`src/rtl/serial_pkg.sv`:
```
// Shared definitions for the serial frame scheduler and the transmitter it feeds.
// Frame layout: start bit, destination, data count, then the data bits LSB first.
package serial_pkg;

  typedef enum logic [2:0] {
    ST_IDLE,
    ST_START,
    ST_ADDR,
    ST_CNT,
    ST_DATA,
    ST_WAIT_DONE
  } state_t;

  localparam int ADDR_W   = 2;
  localparam int CNT_W    = 4;
  localparam int DATA_MAX = 16;

  localparam logic START_BIT  = 1'b0;
  localparam logic IDLE_LEVEL = 1'b1;

endpackage

```
`src/rtl/rr_arbiter4.sv`:
```
// Four-way round-robin arbiter: combinational winner, registered search pointer.
// The search starts at the requester after the last one granted.
module rr_arbiter4 (
  input  logic       clk,
  input  logic       rst,
  input  logic [3:0] req,
  input  logic       grant_en,
  output logic [3:0] win_onehot,
  output logic [1:0] win_idx,
  output logic       any_req
);

  logic [1:0] ptr_q;
  logic [1:0] ptr_d;
  logic [1:0] cand;
  logic       found;

  always_comb begin
    win_idx = 2'd0;
    found   = 1'b0;
    cand    = 2'd0;
    for (int k = 0; k < 4; k++) begin
      cand = ptr_q + 2'(k);
      if (!found && req[cand]) begin
        win_idx = cand;
        found   = 1'b1;
      end
    end
  end

  assign any_req = |req;

  genvar gi;
  generate
    for (gi = 0; gi < 4; gi++) begin : g_onehot
      assign win_onehot[gi] = any_req && (win_idx == 2'(gi));
    end
  endgenerate

  always_comb begin
    ptr_d = ptr_q;
    if (grant_en && any_req) begin
      ptr_d = win_idx + 2'd1;
    end
  end

  always_ff @(posedge clk) begin
    if (rst) begin
      ptr_q <= 2'd0;
    end else begin
      ptr_q <= ptr_d;
    end
  end

endmodule

```
`src/rtl/serial_frame_scheduler.sv`:
```
// Shares one serial transmitter between four requesters: arbitrates, latches the
// winner's fields, serialises the frame and waits for the transmitter's Done.
module serial_frame_scheduler
  import serial_pkg::*;
#(
  parameter int DONE_TIMEOUT = 32
) (
  input  logic        clk,
  input  logic        rst,
  input  logic        clkEn,
  input  logic [3:0]  req,
  input  logic [7:0]  dst,
  input  logic [15:0] len,
  input  logic [63:0] data,
  input  logic        Done,
  output logic        SerOut,
  output logic [3:0]  gnt,
  output logic        busy,
  output logic        timeoutErr
);

  localparam int TMO_W = $clog2(DONE_TIMEOUT + 1);

  state_t                state_q, state_d;
  logic [ADDR_W-1:0]     dst_q, dst_d;
  logic [CNT_W-1:0]      len_q, len_d;
  logic [DATA_MAX-1:0]   data_q, data_d;
  logic [3:0]            bit_cnt_q, bit_cnt_d;
  logic [TMO_W-1:0]      tmo_cnt_q, tmo_cnt_d;
  logic                  ser_out_q, ser_out_d;
  logic [3:0]            gnt_q, gnt_d;
  logic                  busy_q, busy_d;
  logic                  tmo_err_q, tmo_err_d;

  logic [ADDR_W-1:0]     dst_arr  [4];
  logic [CNT_W-1:0]      len_arr  [4];
  logic [DATA_MAX-1:0]   data_arr [4];

  logic [3:0]            win_onehot;
  logic [1:0]            win_idx;
  logic                  any_req;
  logic                  grant_fire;
  logic [1:0]            cnt_idx;

  genvar gi;
  generate
    for (gi = 0; gi < 4; gi++) begin : g_fields
      assign dst_arr[gi]  = dst[gi*ADDR_W +: ADDR_W];
      assign len_arr[gi]  = len[gi*CNT_W +: CNT_W];
      assign data_arr[gi] = data[gi*DATA_MAX +: DATA_MAX];
    end
  endgenerate

  assign grant_fire = clkEn && (state_q == ST_IDLE) && any_req;

  rr_arbiter4 u_arb (
    .clk        (clk),
    .rst        (rst),
    .req        (req),
    .grant_en   (grant_fire),
    .win_onehot (win_onehot),
    .win_idx    (win_idx),
    .any_req    (any_req)
  );

  // Count field goes out MSB first while bit_cnt runs upward.
  assign cnt_idx = 2'd2 - bit_cnt_q[1:0];

  always_comb begin
    state_d   = state_q;
    dst_d     = dst_q;
    len_d     = len_q;
    data_d    = data_q;
    bit_cnt_d = bit_cnt_q;
    tmo_cnt_d = tmo_cnt_q;
    ser_out_d = ser_out_q;
    gnt_d     = 4'd0;
    tmo_err_d = 1'b0;

    case (state_q)
      ST_IDLE: begin
        ser_out_d = IDLE_LEVEL;
        if (grant_fire) begin
          dst_d     = dst_arr[win_idx];
          len_d     = len_arr[win_idx];
          data_d    = data_arr[win_idx];
          gnt_d     = win_onehot;
          bit_cnt_d = 4'd0;
          tmo_cnt_d = '0;
          ser_out_d = START_BIT;
          state_d   = ST_START;
        end
      end

      ST_START: begin
        if (clkEn) begin
          ser_out_d = dst_q[ADDR_W-1];
          bit_cnt_d = 4'd0;
          state_d   = ST_ADDR;
        end
      end

      ST_ADDR: begin
        if (clkEn) begin
          if (bit_cnt_q == 4'd0) begin
            ser_out_d = dst_q[0];
            bit_cnt_d = 4'd1;
          end else begin
            ser_out_d = len_q[CNT_W-1];
            bit_cnt_d = 4'd0;
            state_d   = ST_CNT;
          end
        end
      end

      ST_CNT: begin
        if (clkEn) begin
          if (bit_cnt_q < 4'd3) begin
            ser_out_d = len_q[cnt_idx];
            bit_cnt_d = bit_cnt_q + 4'd1;
          end else if (len_q == 4'd0) begin
            ser_out_d = IDLE_LEVEL;
            tmo_cnt_d = '0;
            state_d   = ST_WAIT_DONE;
          end else begin
            ser_out_d = data_q[0];
            bit_cnt_d = 4'd0;
            state_d   = ST_DATA;
          end
        end
      end

      ST_DATA: begin
        if (clkEn) begin
          if (bit_cnt_q == (len_q - 4'd1)) begin
            ser_out_d = IDLE_LEVEL;
            tmo_cnt_d = '0;
            state_d   = ST_WAIT_DONE;
          end else begin
            ser_out_d = data_q[bit_cnt_q + 4'd1];
            bit_cnt_d = bit_cnt_q + 4'd1;
          end
        end
      end

      ST_WAIT_DONE: begin
        ser_out_d = IDLE_LEVEL;
        // Done is honoured on every clk edge, not only enabled ones.
        if (Done) begin
          tmo_cnt_d = '0;
          state_d   = ST_IDLE;
        end else if (clkEn) begin
          if (tmo_cnt_q == TMO_W'(DONE_TIMEOUT - 1)) begin
            tmo_err_d = 1'b1;
            tmo_cnt_d = '0;
            state_d   = ST_IDLE;
          end else begin
            tmo_cnt_d = tmo_cnt_q + TMO_W'(1);
          end
        end
      end

      default: begin
        ser_out_d = IDLE_LEVEL;
        state_d   = ST_IDLE;
      end
    endcase

    busy_d = (state_d != ST_IDLE);
  end

  always_ff @(posedge clk) begin
    if (rst) begin
      state_q   <= ST_IDLE;
      dst_q     <= '0;
      len_q     <= '0;
      data_q    <= '0;
      bit_cnt_q <= 4'd0;
      tmo_cnt_q <= '0;
      ser_out_q <= IDLE_LEVEL;
      gnt_q     <= 4'd0;
      busy_q    <= 1'b0;
      tmo_err_q <= 1'b0;
    end else begin
      state_q   <= state_d;
      dst_q     <= dst_d;
      len_q     <= len_d;
      data_q    <= data_d;
      bit_cnt_q <= bit_cnt_d;
      tmo_cnt_q <= tmo_cnt_d;
      ser_out_q <= ser_out_d;
      gnt_q     <= gnt_d;
      busy_q    <= busy_d;
      tmo_err_q <= tmo_err_d;
    end
  end

  assign SerOut     = ser_out_q;
  assign gnt        = gnt_q;
  assign busy       = busy_q;
  assign timeoutErr = tmo_err_q;

endmodule

```
`config.mk`:
```
export PLATFORM = sky130hd
export DESIGN_NAME = serial_frame_scheduler
export DESIGN_NICKNAME = d
export VERILOG_FILES = /design/src/rtl/serial_pkg.sv /design/src/rtl/rr_arbiter4.sv /design/src/rtl/serial_frame_scheduler.sv
export SDC_FILE = /design/constraint.sdc
export NUM_CORES = 1
export LEC_CHECK = 0
export BUFFER_PORTS_ARGS = -buffer_cell sky130_fd_sc_hd__buf_2
export CORE_ASPECT_RATIO = 1.4
export CORE_MARGIN = 2
export CORE_UTILIZATION = 30
export DETAILED_ROUTE_END_ITERATION = 8
export MAX_ROUTING_LAYER = met4
export SETUP_SLACK_MARGIN = 0.5
export SLEW_MARGIN = 30
export SYNTH_ARGS = -nofsm -noshare
export SYNTH_HDL_FRONTEND = slang
export SYNTH_SLANG_ARGS = --single-unit
export TNS_END_PERCENT = 50
```
`constraint.sdc`:
```
create_clock -name clk -period 3.3 [get_ports clk]
set_input_delay 0.165 -clock clk [delete_from_list [all_inputs] [get_ports clk]]
set_output_delay 0.165 -clock clk [all_outputs]
set_load 0.05 [all_outputs]
```
; ---- Word level (Yosys, flattened, before mapping)
; Index checks and enable logic that the tools add are counted.
[word_totals]
register_bits = 44
wordCells = 152
input_bits = 96
[classes]
eq_ne = 21
n_mux = 72
bitwise = 5
order_cmp = 8
n_reduce_logical = 27
n_addsub = 8
[ops]
columns = op, n
row1 = 6-bit 2-to-1 mux, 9
row2 = 4-bit 2-to-1 mux, 10
row3 = 3-bit 2-to-1 mux, 11
row4 = 16-bit binary-select mux with 2-bit select, 1
row5 = 16-bit 2-to-1 mux, 2
row6 = 6-bit case mux with 4 select lines, 1
row7 = 1-bit 2-to-1 mux, 21
row8 = 4-bit case mux with 5 select lines, 1
row9 = 3-bit case mux with 6 select lines, 1
row10 = 2-bit inequality test (second input constant), 8
row11 = 8-bit AND reduction, 2
row12 = 2-bit by 3-bit < comparator with 1-bit output (second input constant), 5
row13 = 2-bit 2-to-1 mux, 6
row14 = 1-bit binary-select mux with 2-bit select, 5
row15 = 1-bit logical AND, 10
row16 = 4-bit binary-select mux with 2-bit select, 1
row17 = 4-bit logical NOT, 2
row18 = 4-bit OR reduction, 2
row19 = 6-bit by 1-bit adder with 6-bit output (second input constant), 1
row20 = 3-bit by 2-bit equality test with 1-bit output (second input constant), 2
row21 = 3-bit equality test (second input constant), 2
row22 = 6-bit by 5-bit equality test with 1-bit output (second input constant), 1
row23 = 3-bit inequality test (second input constant), 2
row24 = 4-bit by 5-bit < comparator with 1-bit output (second input constant), 1
row25 = other kinds (26), 34

; ---- Logic depth before layout (Yosys ltp)
[depth]
depth_word = 16
ltp_mapped = 9

; ---- Cells and area by module
; A second synthesis with hierarchy kept.
[unflattened]
hier_cells = 327
area_unflattened_um2 = 3022.9
[by_module_without_submodules]
columns = module, cells_per_inst, n_inst, area_each_um2
row1 = serial_frame_scheduler, 296, 1, 2761.4
row2 = rr_arbiter4, 31, 1, 261.5

; ---- Worst setup path after synthesis
; Ideal clock, no wire load.
[synth_path]
kind = flip-flop to flip-flop
start = register bit_cnt_q[0]
end = register ser_out_q (netlist: SerOut)
period_less_slack_ps = 2327
arrival_ps = 2200
path_stages_with_launch = 9
path_slack_ps = 973
setup_time_ps = 127
required_time_ps = 3173
path_cell_list = dfxtp_1 -> buf_2 -> inv_1 -> ha_1 -> clkbuf_1 -> mux4_2 -> mux2_2 -> a211oi_1 -> a31oi_1
[synth_via]
elab_chain_cells = 6
elab_cells_between_ends = 16
[synth_lines]
columns = element, line
row1 = from (decl), serial_frame_scheduler.sv:28  ; logic [3:0] bit_cnt_q, bit_cnt_d;
row2 = from (signal assigned), serial_frame_scheduler.sv:189  ; bit_cnt_q <= bit_cnt_d;
row3 = 4-bit by 1-bit adder with 4-bit output or 2-bit subtractor (tied branches), "serial_frame_scheduler.sv:140, serial_frame_scheduler.sv:67"
row4 = 1-bit binary-select mux with 4-bit select or 1-bit binary-select mux with 2-bit select (tied branches), "serial_frame_scheduler.sv:140, serial_frame_scheduler.sv:119"
row5 = "1-bit 2-to-1 mux, on equally long branches", "serial_frame_scheduler.sv:140, serial_frame_scheduler.sv:119"
row6 = "1-bit 2-to-1 mux, on equally long branches", "serial_frame_scheduler.sv:135, serial_frame_scheduler.sv:118"
row7 = "1-bit 2-to-1 mux, on equally long branches", "serial_frame_scheduler.sv:134, serial_frame_scheduler.sv:117"
row8 = 1-bit case mux with 5 select lines (*), serial_frame_scheduler.sv:80  ; case (state_q)
row9 = to (signal assigned), serial_frame_scheduler.sv:191  ; ser_out_q <= ser_out_d;
row10 = to (decl), serial_frame_scheduler.sv:30  ; logic ser_out_q, ser_out_d;
; Mark *: on every way between the ends. The rest lies on a longest branch, timed or not. The select of a mux whose other input is x is not followed.
; A chain may end at the register's enable or synchronous reset.

; ---- Final worst setup path
; Ends and elaborated chain as after synthesis.

==> impl_metrics.prom <==
# TYPE chip_impl_metric gauge
chip_impl_info{name="critical_path_class",value="flip-flop to flip-flop"} 1
chip_impl_metric{name="detail_route.iter0.violations",unit=""} 100
chip_impl_metric{name="cellPowerDensity",unit="mW/mm^2"} 417
chip_impl_info{name="worst_hold_path.endpoint",value="data_q[13]"} 1
chip_impl_metric{name="hold_depth",unit=""} 3
chip_impl_metric{name="data_required_time_at_the_worst_endpoint",unit="ns"} 3.47
chip_impl_metric{name="critical_path.max_stage_delay",unit="ns"} 0.61
chip_impl_metric{name="top_level_ports",unit=""} 103
chip_impl_metric{name="detailroute.via_count",unit=""} 3133
chip_impl_metric{name="dpl_cell_area",unit="mm^2"} 0.00386
chip_impl_metric{name="final.setup_skew",unit="ns"} 0.00752
chip_impl_metric{name="fp.coreArea",unit="mm^2"} 0.0109
chip_impl_metric{name="post_route_design_area",unit="mm^2"} 0.00403
chip_impl_info{name="status",value="completed"} 1
chip_impl_metric{name="max_slew.worst_pin.slew",unit="ns"} 0.673
chip_impl_metric{name="syn-instance-count",unit=""} 371
chip_impl_metric{name="power.total",unit="W"} 0.00168
chip_impl_metric{name="floorplan.initialDensity",unit="%"} 30.8
chip_impl_metric{name="switching_share",unit="%"} 32.0
chip_impl_metric{name="layout_min_cycle_time",unit="ns"} 2.47
chip_impl_metric{name="count_of_maximum_capacitance_violations",unit=""} 0
chip_impl_metric{name="clk_sinks",unit=""} 44
chip_impl_metric{name="post-route-drc-count",unit=""} 0
chip_impl_info{name="synth_top_cell_by_area",value="sky130_fd_sc_hd__dfxtp_1"} 1
chip_impl_metric{name="ctsLongestPathBuffers",unit=""} 2
chip_impl_metric{name="grtUsageTotal",unit="%"} 15.1
chip_impl_metric{name="dp.final_hpwl",unit="um"} 6720
chip_impl_metric{name="die_h",unit="um"} 129
chip_impl_metric{name="comb_power_share",unit="%"} 29.4
chip_impl_metric{name="cts-htree-levels",unit=""} 2
chip_impl_metric{name="pre_cts_ws",unit="ns"} 0.810
chip_impl_info{name="crit_path_start",value="bit_cnt_q[0]"} 1
chip_impl_metric{name="drt_pass1_iterations",unit=""} 4
chip_impl_metric{name="regToRegSetupSlack",unit="ns"} 0.83
chip_impl_metric{name="synth.cell_area",unit="mm^2"} 0.00334
chip_impl_metric{name="overflow",unit=""} 0
chip_impl_metric{name="cts_post_setup_buffers_inserted",unit=""} 0
chip_impl_info{name="timing.hold.worst.start",value="data[13]"} 1
chip_impl_metric{name="seq_area_frac_synth",unit="%"} 26.3
chip_impl_metric{name="viasPerCell",unit=""} 5.27
chip_impl_metric{name="n_fill_cell",unit=""} 1145
chip_impl_metric{name="number_of_hold_repair_buffers_added_at_the_cts_stage",unit=""} 0
chip_impl_info{name="clock_tree_from_tritoncts",value="built"} 1
chip_impl_metric{name="clk_transition_reported_paths",unit="ns"} 0.07
chip_impl_metric{name="port-buffer-count",unit=""} 102
chip_impl_info{name="root_buffer",value="sky130_fd_sc_hd__clkbuf_16"} 1
chip_impl_metric{name="critical_path.max_fanout",unit=""} 11
chip_impl_metric{name="ir_worst_vdd",unit="mV"} 0.216
chip_impl_metric{name="fp.dieArea",unit="mm^2"} 0.0120
chip_impl_metric{name="async_reset_ff_share",unit="%"} 0
chip_impl_metric{name="antenna_cells_inserted",unit=""} 0
chip_impl_info{name="crit_path_cell_trace",value="inv_1 -> ha_1 -> mux4_2 -> mux2_2 -> a211oi_1 -> a31oi_1"} 1
chip_impl_metric{name="fin_ws",unit="ns"} 0.828
chip_impl_info{name="synth_top_family_by_area",value="compound AO/OA/AOI/OAI gates"} 1
chip_impl_metric{name="ys_ff_latch",unit=""} 44
chip_impl_metric{name="power.share.sequential",unit="%"} 36.5
chip_impl_metric{name="syn_nets",unit=""} 475
chip_impl_metric{name="synth_top_cell_area_share",unit="%"} 26.3
chip_impl_metric{name="synth-edff-count",unit=""} 0
chip_impl_metric{name="post_drt_wl_per_cell",unit="um"} 14.5
chip_impl_metric{name="insertion_delay",unit="ns"} 0.29
chip_impl_metric{name="worstPathArrival",unit="ns"} 2.64
chip_impl_metric{name="synth_to_layout_area_growth",unit="%"} 20.4
chip_impl_info{name="worstSetupStartpointType",value="flip-flop"} 1
chip_impl_metric{name="final_min_period_over_clock_period",unit="%"} 74.9
chip_impl_metric{name="cts_buffers",unit=""} 5
chip_impl_info{name="critical_path.reg2reg.endpoint",value="SerOut"} 1
chip_impl_metric{name="leakage",unit="nW"} 1.70
chip_impl_info{name="worst_setup_path_end_kind",value="flip-flop"} 1
chip_impl_metric{name="grt_max_degree",unit=""} 48
chip_impl_info{name="crit_path_top_delay_cell",value="sky130_fd_sc_hd__dfxtp_1"} 1
chip_impl_metric{name="synth-adder-area-share",unit="%"} 2.99
chip_impl_metric{name="fraction_of_layout_instances_using_a_drive_strength_above_1",unit="%"} 38.6
chip_impl_metric{name="first_global_vias",unit=""} 3069
chip_impl_metric{name="gp_routability_congestion",unit=""} 0.868
chip_impl_metric{name="yosys_warnings",unit=""} 0
chip_impl_metric{name="relSlewSlack",unit="%"} 55.0
chip_impl_metric{name="total_routed_length",unit="um"} 8630
chip_impl_metric{name="finalNetCount",unit=""} 556
chip_impl_info{name="ys_dominant_reg_cell",value="sky130_fd_sc_hd__dfxtp_1"} 1
chip_impl_metric{name="core.rowCount",unit=""} 45
chip_impl_metric{name="final.hold.worst_slack",unit="ns"} 0.195
chip_impl_metric{name="setup_viol",unit=""} 0
chip_impl_metric{name="cts_repair_resize_count",unit=""} 0
chip_impl_info{name="holdCritPathClass",value="input pin to flip-flop"} 1
chip_impl_metric{name="synth_compound_area_share",unit="%"} 29.8
chip_impl_metric{name="report.final.hold_viol_count",unit=""} 0
chip_impl_info{name="launch_instance_of_the_worst_register_to_register_path",value="bit_cnt_q[0]"} 1
chip_impl_metric{name="internal_power",unit="W"} 0.00114
chip_impl_metric{name="synth_xor_area_share",unit="%"} 2.28
chip_impl_metric{name="report.final.slew_viol_count",unit=""} 0
chip_impl_info{name="top_post_synthesis_cells_by_area",value="sky130_fd_sc_hd__dfxtp_1, sky130_fd_sc_hd__a211oi_2, sky130_fd_sc_hd__and3_1"} 1
chip_impl_metric{name="clock_power_share",unit="%"} 34.1
chip_impl_metric{name="setup-tns-final",unit="ns"} 0
chip_impl_metric{name="synth.area.mux_share",unit="%"} 4.94
chip_impl_metric{name="grt_pass1_wl",unit="um"} 14400
chip_impl_metric{name="max_fclk",unit="GHz"} 0.405
chip_impl_metric{name="area_share_of_and_or_nand_nor_cells_after_synthesis",unit="%"} 26.6
chip_impl_info{name="unrepaired_setup_endpoints_after_global_routing",value="no"} 1
chip_impl_metric{name="die_w",unit="um"} 93.2
chip_impl_metric{name="switching_power",unit="W"} 0.000538
chip_impl_metric{name="number_of_antenna_violations_at_the_first_check_in_global_routing",unit=""} 0
chip_impl_metric{name="reg2reg_depth",unit=""} 6
chip_impl_metric{name="ant_nets",unit=""} 0
chip_impl_metric{name="syn-mean-instance-area",unit="um^2"} 9.01
chip_impl_metric{name="synth.lib_cells_used.distinct",unit=""} 67
-- state kept, by name (all words and copies together), names as in the netlist --
name,cells
u_arb.ptr_q,2
tmo_cnt_q,6
data_q,16
dst_q,2
len_q,4
SerOut,1
gnt,4
bit_cnt_q,4
timeoutErr,1
state_q,3
busy,1
-- cells in the mapped netlist (5+ instances only) --
cell type,n
sky130_fd_sc_hd__clkbuf_1,8
sky130_fd_sc_hd__inv_1,8
sky130_fd_sc_hd__mux4_2,5
sky130_fd_sc_hd__nor3b_1,5
sky130_fd_sc_hd__ha_1,8
sky130_fd_sc_hd__nand3_1,8
sky130_fd_sc_hd__o31ai_1,17
sky130_fd_sc_hd__nor2_1,15
sky130_fd_sc_hd__and3_1,46
sky130_fd_sc_hd__dfxtp_1,44
sky130_fd_sc_hd__buf_2,13
sky130_fd_sc_hd__buf_6,7
sky130_fd_sc_hd__o31ai_2,7
sky130_fd_sc_hd__a21oi_1,8
sky130_fd_sc_hd__a211oi_1,24
sky130_fd_sc_hd__nand2_1,38
sky130_fd_sc_hd__a211oi_2,23
-- power by group through the flow --
| stage | Combinational, W | Clock [W] | Sequential [W] |
|---|---|---|---|
| 2_1_floorplan | 0.000383 | 0 | 0.000622 |
| 3_3_place_gp | 0.000489 | 0 | 0.000626 |
| 3_5_place_dp | 0.000496 | 0 | 0.000627 |
| 4_1_cts | 0.000498 | 0.000583 | 0.000614 |
| 5_1_grt | 0.000547 | 0.000607 | 0.000621 |
| 6_report | 0.000493 | 0.000573 | 0.000613 |
-- how the worst max path moves through the flow --
stage / endpoint / slack, ns / cells past startpoint
floorplan: SerOut / 0.97 / 8
global placement: SerOut / 0.95 / 6
detailed placement: SerOut / 0.81 / 6
CTS: SerOut / 0.81 / 6
global route: SerOut / 0.63 / 6
finish: SerOut / 0.83 / 6
-- stage by stage --
step	instances	util, %
detailed placement	586	35.5
global placement	586	35.5
CTS	594	37.1
finish	594	37.1
floorplan	371	-
global route	594	37.1
-- critical path: cells and delay by family, from the launching register on --
family                     cells  cell delay (ns)
AOI/OAI and AO/OA              2             0.35
adders and majority gates      1             0.47
buffers and inverters          1             0.10
DFF                            1             0.61
muxes                          2             0.82
-- placed cells by master, fill, tap and decap left out, drive strengths merged, types with 6 or more instances in the layout --
| cell type | Yosys | final |
|---|---|---|
| o31ai | 24 | 24 |
| o21ai | 6 | 6 |
| nor3 | 8 | 8 |
| a21oi | 10 | 10 |
| inv | 9 | 9 |
| nand3 | 8 | 8 |
| and3 | 50 | 50 |
| nor2 | 16 | 16 |
| a211oi | 47 | 47 |
| buf | 23 | 105 |
| ha | 8 | 8 |
| dfxtp | 44 | 44 |
| nand2 | 40 | 40 |
-- routing by layer --
layer	track usage, %	wire [um]	vias up
met5	-	0	-
met3	1.52	315	10
li1	-	-	1581
met4	5.45	153	0
met2	26.2	4390	94
met1	18.0	3770	1448
-- cell type report --
| cell class | instances | area (um^2) | share of cell area, % |
|---|---|---|---|
| multi-input combinational | 287 | 2240 | 55.5 |
| sequential | 44 | 881 | 21.9 |
| timing repair buffer | 105 | 533 | 13.2 |
| tap | 141 | 176 | 4.38 |
| clock buffer | 5 | 125 | 3.11 |
| clock inverter | 3 | 42.5 | 1.06 |
| inverter | 9 | 33.8 | 0.839 |
-- cell families (layout without fill, tap and decap cells) --
| group | Yosys count | after routing |
|---|---|---|
| muxes | 10 | 10 |
| xor gates and xnor gates | 7 | 7 |
| DFF | 44 | 44 |
| adders and majority gates | 8 | 8 |
| and+or+nand+nor | 152 | 152 |
| AOI/OAI and AO/OA | 110 | 110 |
| buffers and inverters | 40 | 122 |
No activity file was read; power rests on OpenSTA's default activity.
